`src/rtl/toaplan2_gfx_arbiter.sv`:
```
// Four-slot round-robin arbiter issuing 32-bit (two-word) SDRAM bursts into per-slot tagged data registers.
// Optional: define TOAPLAN2_GFX_ARB_CACHE_EN to keep slot data valid while the slot's CS is low.
module toaplan2_gfx_arbiter #(
    parameter int SDRAMW = 22,
    parameter int AW     = 22
) (
    input  logic              CLK,
    input  logic              RESET_N,
    input  logic [3:0]        SLOT_CS,
    input  logic [4*AW-1:0]   SLOT_ADDR,
    output logic [3:0]        SLOT_OK,
    output logic [127:0]      SLOT_DOUT,
    output logic [SDRAMW-1:0] SDRAM_ADDR,
    output logic              SDRAM_REQ,
    input  logic              SDRAM_ACK,
    input  logic              DATA_DST,
    input  logic              DATA_RDY,
    input  logic [15:0]       DATA_READ
);
    localparam int TW = AW - 1;
    localparam int XW = (SDRAMW > AW) ? SDRAMW : AW;

    typedef enum logic [1:0] {ST_IDLE, ST_REQ, ST_DATA} state_t;
    state_t r_state, w_state_nx;

    logic [TW-1:0]     r_tag [4];
    logic [31:0]       r_data [4];
    logic [3:0]        r_valid;
    logic [1:0]        r_last;
    logic [1:0]        r_slot;
    logic [TW-1:0]     r_btag;
    logic [SDRAMW-1:0] r_addr;
    logic              r_req;
    logic [1:0]        r_wcnt;
    logic [15:0]       r_lo;
    logic [15:0]       r_hi;

    logic [TW-1:0]     w_tag_in [4];
    logic [3:0]        w_hit;
    logic [3:0]        w_pend;
    logic              w_found;
    logic [1:0]        w_pick;
    logic [1:0]        w_idx;
    logic [15:0]       w_lo;
    logic [15:0]       w_hi;
    logic [XW-1:0]     w_addr_ext;

    always_comb begin
        for (int unsigned n = 0; n < 4; n++) begin
            w_tag_in[n] = SLOT_ADDR[n*AW+1 +: TW];
            w_hit[n]    = r_valid[n] && (r_tag[n] == w_tag_in[n]);
            w_pend[n]   = SLOT_CS[n] && !w_hit[n];
        end
    end

    // Search order starts one past the last grant so a busy slot cannot starve the others.
    always_comb begin
        w_found = 1'b0;
        w_pick  = r_last + 2'd1;
        w_idx   = '0;
        for (int unsigned k = 1; k <= 4; k++) begin
            w_idx = r_last + 2'(k);
            if (!w_found && w_pend[w_idx]) begin
                w_found = 1'b1;
                w_pick  = w_idx;
            end
        end
    end

    assign w_addr_ext = XW'({w_tag_in[w_pick], 1'b0});

    // A DST arriving with RDY is merged in before the slot register is written.
    always_comb begin
        w_lo = r_lo;
        w_hi = r_hi;
        if (DATA_DST) begin
            if (r_wcnt == 2'd0)
                w_lo = DATA_READ;
            else if (r_wcnt == 2'd1)
                w_hi = DATA_READ;
        end
    end

    always_comb begin
        w_state_nx = r_state;
        case (r_state)
            ST_IDLE: if (w_found)   w_state_nx = ST_REQ;
            ST_REQ:  if (SDRAM_ACK) w_state_nx = ST_DATA;
            ST_DATA: if (DATA_RDY)  w_state_nx = ST_IDLE;
            default:                w_state_nx = ST_IDLE;
        endcase
    end

    always_ff @(posedge CLK) begin
        if (!RESET_N)
            r_state <= ST_IDLE;
        else
            r_state <= w_state_nx;
    end

    always_ff @(posedge CLK) begin
        if (!RESET_N) begin
            r_valid <= '0;
            r_last  <= 2'd3;
            r_slot  <= '0;
            r_btag  <= '0;
            r_addr  <= '0;
            r_req   <= 1'b0;
            r_wcnt  <= '0;
            r_lo    <= '0;
            r_hi    <= '0;
            for (int unsigned n = 0; n < 4; n++) begin
                r_tag[n]  <= '0;
                r_data[n] <= '0;
            end
        end else begin
`ifndef TOAPLAN2_GFX_ARB_CACHE_EN
            for (int unsigned n = 0; n < 4; n++)
                if (!SLOT_CS[n] && !(r_state != ST_IDLE && r_slot == 2'(n)))
                    r_valid[n] <= 1'b0;
`endif
            case (r_state)
                ST_IDLE: begin
                    if (w_found) begin
                        r_slot <= w_pick;
                        r_last <= w_pick;
                        r_btag <= w_tag_in[w_pick];
                        r_addr <= w_addr_ext[SDRAMW-1:0];
                        r_req  <= 1'b1;
                        r_wcnt <= '0;
                        r_lo   <= '0;
                        r_hi   <= '0;
                    end
                end
                ST_REQ: begin
                    if (SDRAM_ACK)
                        r_req <= 1'b0;
                end
                ST_DATA: begin
                    r_lo <= w_lo;
                    r_hi <= w_hi;
                    if (DATA_DST && r_wcnt != 2'd2)
                        r_wcnt <= r_wcnt + 2'd1;
                    if (DATA_RDY) begin
                        r_data[r_slot]  <= {w_hi, w_lo};
                        r_tag[r_slot]   <= r_btag;
                        r_valid[r_slot] <= 1'b1;
                        r_wcnt          <= '0;
                    end
                end
                default: ;
            endcase
        end
    end

    always_comb begin
        SLOT_OK   = '0;
        SLOT_DOUT = '0;
        for (int unsigned n = 0; n < 4; n++) begin
            SLOT_OK[n]           = RESET_N && SLOT_CS[n] && w_hit[n];
            SLOT_DOUT[n*32 +: 32] = r_data[n];
        end
    end

    assign SDRAM_REQ  = r_req;
    assign SDRAM_ADDR = r_addr;

endmodule

```
`config.mk`:
```
export PLATFORM = sky130hd
export DESIGN_NAME = toaplan2_gfx_arbiter
export DESIGN_NICKNAME = d
export VERILOG_FILES = /design/src/rtl/toaplan2_gfx_arbiter.sv
export SDC_FILE = /design/constraint.sdc
export NUM_CORES = 1
export LEC_CHECK = 0
export BUFFER_PORTS_ARGS = -buffer_cell sky130_fd_sc_hd__buf_4
export CAP_MARGIN = 5
export CORE_MARGIN = 5
export CORE_UTILIZATION = 46
export CTS_BUF_LIST = sky130_fd_sc_hd__clkbuf_4 sky130_fd_sc_hd__clkbuf_8
export DETAILED_ROUTE_END_ITERATION = 7
export GPL_TIMING_DRIVEN = 0
export PLACE_DENSITY = 0.7
export SETUP_SLACK_MARGIN = 0.3
export SYNTH_ARGS = -nofsm -noshare
export SYNTH_HDL_FRONTEND = slang
export SYNTH_SLANG_ARGS = --single-unit
export TNS_END_PERCENT = 100
```
`constraint.sdc`:
```
create_clock -name CLK -period 6.6 [get_ports CLK]
set_input_delay 1.98 -clock CLK [delete_from_list [all_inputs] [get_ports CLK]]
set_output_delay 1.98 -clock CLK [all_outputs]
set_load 0.02 [all_outputs]
```
Word-level counts from Yosys, hierarchy flattened
Memories as Yosys holds them, arrays and structs flattened.
Index checks and enable logic that the tools add are counted.
Storage, ports and cells
  bits in registers: 66
  memory bits (writable): 212
  word-level logic and storage cells: 156
  memories: 2
Cells by class
  add/sub/neg operators: 4
  order comparisons: 7
  equality and inequality tests: 15
  mux-type cells: 60
  bitwise operators: 2
  reduce and logical (&&, ||, !) cells: 57
Memories
  r_data: words 4, width 32, rd ports 4, clocked after Yosys merged registers in 0, wr ports 4, RTL line 27  | logic [31:0] r_data [4];
  r_tag: words 4, width 21, rd ports 4, clocked after Yosys merged registers in 0, wr ports 4, RTL line 26  | logic [TW-1:0] r_tag [4];
Operator list (number)
  2-to-1 mux 16 bit: 6
  equality test 21 bit: 4
  one-hot mux 16 bit (2 select lines): 2
  2-to-1 mux 21 bit: 3
  binary-select mux 21 bit (select 2 bit): 1
  2-to-1 mux 32 bit: 1
  OR reduction 32 bit: 1
  logical AND 1 bit: 29
  2-to-1 mux 1 bit: 26
  2-to-1 mux 2 bit: 11
  OR reduction 21 bit: 1
  zero test 1 bit: 15
  less-than comparator 2 x 3 -> 1 bit, second input constant: 5
  AND reduction 3 bit: 3
  binary-select mux 1 bit (select 2 bit): 4
  2-to-1 mux 4 bit: 2
  != test 2 bit, second input constant: 4
  equality test 2 x 1 -> 1 bit, second input constant: 3
  equality test 2 bit, second input constant: 3
  zero test 2 bit: 3
  one-hot mux 2 bit (3 select lines): 1
  nonzero test 2 bit: 3
  adder 2 x 1 -> 2 bit, second input constant: 2
  adder 2 bit, second input constant: 2
  other kinds (9): 10

Depth between registers and ports, before layout
An unclocked memory read counts as a cell.
  depth after elaboration: 21
  mapped depth: 10
  depth with buffers taken out: 8

Least setup slack after synthesis
Ideal clock, no wire load.
  path kind: input to output
  from: input SLOT_ADDR[81]
  to: output SLOT_OK[3]
  arrival: 3.207 ns
  required time: 4.620 ns
  slack: 1.413 ns
  cell stages on the path: 4
  cell sequence: xor2_1 nor4_1 nand2_1 nor4_1
Between the ends
  word-level cells in the longest chain between the ends: 3
Ends and longest elaborated chain
  start: declaration: RTL line 10  | input logic [4*AW-1:0] SLOT_ADDR,
  equality test 21 bit: RTL line 51  | w_hit[n] = r_valid[n] && (r_tag[n] == w_tag_in[n]);
  logical AND 1 bit: RTL line 51
  logical AND 1 bit: RTL line 160  | SLOT_OK[n] = RESET_N && SLOT_CS[n] && w_hit[n];
  end: declaration: RTL line 11  | output logic [3:0] SLOT_OK,
No other way between the ends.

Worst setup path in the final report
  from: input SLOT_ADDR[43]
  to: output SLOT_OK[1]
Same word-level chain as after synthesis.

==> flow_metrics.py <==
metrics = {
    "drt": {
        "ant_nets": 0,
        "postRouteWirelength_um": 36770,
        "drc": 0,
        "vias": 9367,
        "firstDrtPassIters": 5,
        "wl_per_cell_um": 21.01,
        "drt_iter0_markers": 739,
        "viasPerCell": 5.353,
    },
    "sta": {
        "rsz0062_at_grt": "no",
        "slew_violations": 0,
        "setup_viol": 0,
        "clock_skew_ps": 16.60,
        "relSlewSlack_pct": 43.72,
        "period_minus_slack_ps": 5873,
        "worst_pin_slew_ps": 844.1,
        "worst_slack_ps": 727.1,
        "tns_ps": 0,
        "hold_viol_final": 0,
        "clock.fmax_mhz": 170.3,
        "final.period_utilization_pct": 88.98,
    },
    "global_routing": {
        "grt_max_degree": 54,
        "first_global_vias": 9510,
        "overflow": 0,
        "grt_pass1_wl_um": 54730,
        "antenna_found_initial": 0,
        "grtUsageTotal_pct": 23.44,
    },
    "synth": {
        "synthCells": 1063,
        "synthArstFlopShare_pct": 0,
        "avgSynthCellArea_um2": 11.61,
        "syn_area_um2": 12340,
        "ys_types": 54,
        "ys.flop_type": "edfxtp_1",
        "ys_warn_count": 0,
        "yosysSeqAreaShare_pct": 62.30,
        "synth_edf_count": 212,
        "ys_ff_latch": 278,
        "synth_nets": 1179,
    },
    "worst_hold_path": {
        "min-delay-path-class": "reg2reg",
        "hold_end": "r_wcnt[1]",
        "whs_path_depth": 2,
        "worstHoldStart": "r_wcnt[1]",
    },
    "pwr": {
        "internal_power_mw": 2.986,
        "ir_drop_uv": 164.4,
        "p_switching_mw": 1.050,
        "p_total_mw": 4.035,
        "pwr-share-clk_pct": 36.4,
        "seqPwrFrac_pct": 49.5,
        "powerDensity_nw_per_um2": 257.4,
        "leakage_nw": 6.516,
        "swShare_pct": 26.01,
        "comb_power_share_pct": 14.1,
    },
    "die": {
        "die_h_um": 173.8,
        "start_util_pct": 46.30,
        "die-area_um2": 30200,
        "ioPinCount": 268,
        "die_w_um": 173.8,
        "rows": 60,
        "placeableCoreArea_um2": 26650,
    },
    "finish": {
        "fin_nets": 1489,
        "final_util_pct": 58.83,
        "fin_cells": 1750,
        "drive_gt1_share_pct": 28.98,
        "synthToLayoutAreaGrowth_pct": 27.06,
    },
    "cts": {
        "cts_root_buf": "clkbuf_8",
        "clk_pin_slew_ps": 50,
        "hold_buffers": 0,
        "cts_sinks": 278,
        "htreeDepth": 2,
        "clk_latency_ps": 540,
        "post_cts.repair.setup_buffers": 0,
        "numCtsBuffers": 46,
        "clock_path_buffers": 3,
        "cts_resized": 0,
        "cts_tree": "done",
    },
    "critical_path": {
        "r2r_slack_ps": 3020,
        "r2r-start": "r_state[1]",
        "start_kind": "input pin",
        "worstPathRequired_ps": 4620,
        "cp_data_arrival_time_ps": 3890,
        "crit_fanout": 4,
        "reg2reg_to": "r_data[2][6]",
        "crit_type": "in2out",
        "reg2regPathDepth": 9,
        "end_kind": "output port",
    },
    "placed_design": {
        "finalWeightedCongestion": 0.9267,
        "dp.cells": 1666,
        "dpl.hpwl_um": 27480,
        "port_buffers": 261,
        "preCtsSetupSlack_ps": 766.7,
    },
    "run": {
        "drv_cap": 0,
    },
    "outcome": {
        "outcome": "completed",
    },
}
[layer usage]
| metal | track usage, % | wire length [µm] |
|---|---|---|
| met5 | 0 | 0 |
| met4 | 7.654 | 1118 |
| met3 | 7.699 | 3387 |
| met2 | 39.92 | 17940 |
| met1 | 28.23 | 14320 |
[Yosys cell counts (all sizes together) (2+ instances only)]
| library cell | instances | area [µm²] |
|---|---|---|
| nor2 | 258 | 968.4 |
| edfxtp | 212 | 6366 |
| xor2 | 80 | 700.7 |
| dfxtp | 66 | 1321 |
| nand2 | 66 | 247.7 |
| mux2i | 55 | 550.5 |
| clkbuf | 50 | 187.7 |
| inv | 29 | 108.9 |
| a31oi | 27 | 168.9 |
| nand4 | 26 | 162.7 |
| nor4 | 24 | 150.1 |
| o211ai | 24 | 280.3 |
| a21bo | 20 | 200.2 |
| o31ai | 20 | 150.1 |
| buf | 17 | 118.9 |
| nor3 | 14 | 70.07 |
| a21oi | 9 | 45.04 |
| o21ai | 8 | 43.79 |
| nand3 | 7 | 40.04 |
| a2bb2oi | 5 | 43.79 |
| or2 | 5 | 31.28 |
| nand2b | 4 | 25.02 |
| o21a | 4 | 31.28 |
| xnor2 | 4 | 35.03 |
| ha | 3 | 37.54 |
| o221ai | 3 | 26.28 |
| and2 | 2 | 12.51 |
| and3 | 2 | 12.51 |
| nand3b | 2 | 15.01 |
| nor2b | 2 | 15.02 |
| o41ai | 2 | 36.29 |
[cell usage in the layout (no fill, tap or decap), drive strengths merged, types with 24 or more instances in the layout]
cell and n:
nor4 24, edfxtp 212, nand4 26, dfxtp 66
a31oi 27, clkbuf 118, buf 279, o211ai 24
nor2 258, mux2i 55, nand2 66, xor2 80
inv 29
[power by group through the flow]
stage / sequential (mW) / combinational (mW) / clock [mW]
after floorplan: 2.09 / 0.254 / 0
after global placement: 2.04 / 0.560 / 0
after detailed placement: 2.03 / 0.568 / 0
after CTS: 2.00 / 0.570 / 1.50
after global routing: 2.01 / 0.604 / 1.58
final: 2.00 / 0.568 / 1.47
[per-stage QoR]
step	hold slack [ps]	instance area, µm²
2_1_floorplan	447.6	12340
3_3_place_gp	461.0	14730
3_5_place_dp	471.2	14770
4_1_cts	480.1	15680
5_1_grt	488.5	15680
6_report	482.9	15680
[kinds of logic after synthesis]
| logic type | after synthesis | synth area share [%] |
|---|---|---|
| flops | 278 | 62.30 |
| simple gates | 415 | 14.41 |
| other cells | 1 | 0.03039 |
| xor+xnor | 84 | 5.962 |
| mux | 55 | 4.462 |
| fa+ha+maj | 3 | 0.3042 |
| buf+inv | 96 | 3.366 |
| compound gates | 131 | 9.167 |
[worst max path at each step]
stage               cells after the start            to           from
floorplan                               4    SLOT_OK[3]  SLOT_ADDR[81]
global placement                        6  r_data[0][1]        RESET_N
detailed placement                      6    SLOT_OK[1]  SLOT_ADDR[43]
CTS                                     6    SLOT_OK[1]  SLOT_ADDR[43]
global route                            6    SLOT_OK[1]  SLOT_ADDR[43]
finish                                  6    SLOT_OK[1]  SLOT_ADDR[43]
[state kept, by name, indices dropped and copies added (netlist names)]
register,flops
r_data,128
r_tag,84
SDRAM_ADDR,21
r_hi,16
r_lo,16
r_valid,4
r_last,2
r_slot,2
r_state,2
r_wcnt,2
SDRAM_REQ,1
[area by class of cell]
type                       count  area, µm²
fill                        2292      10970
sequential                   278       7687
multi-input combinational    689       4262
timing repair buffer         262       1979
clock buffer                  68      835.8
tap                          341      426.7
buffer                        67      306.5
inverter                      29      108.9
clock inverter                15      70.07
antenna                        1      2.502
[worst max-delay path: stages]
cell	delay, ps
buf_4	130
xor2_1	140
nor4_1	630
nand4_1	330
nor3_1	460
buf_4	220
Power figures use the tool's default switching activity.
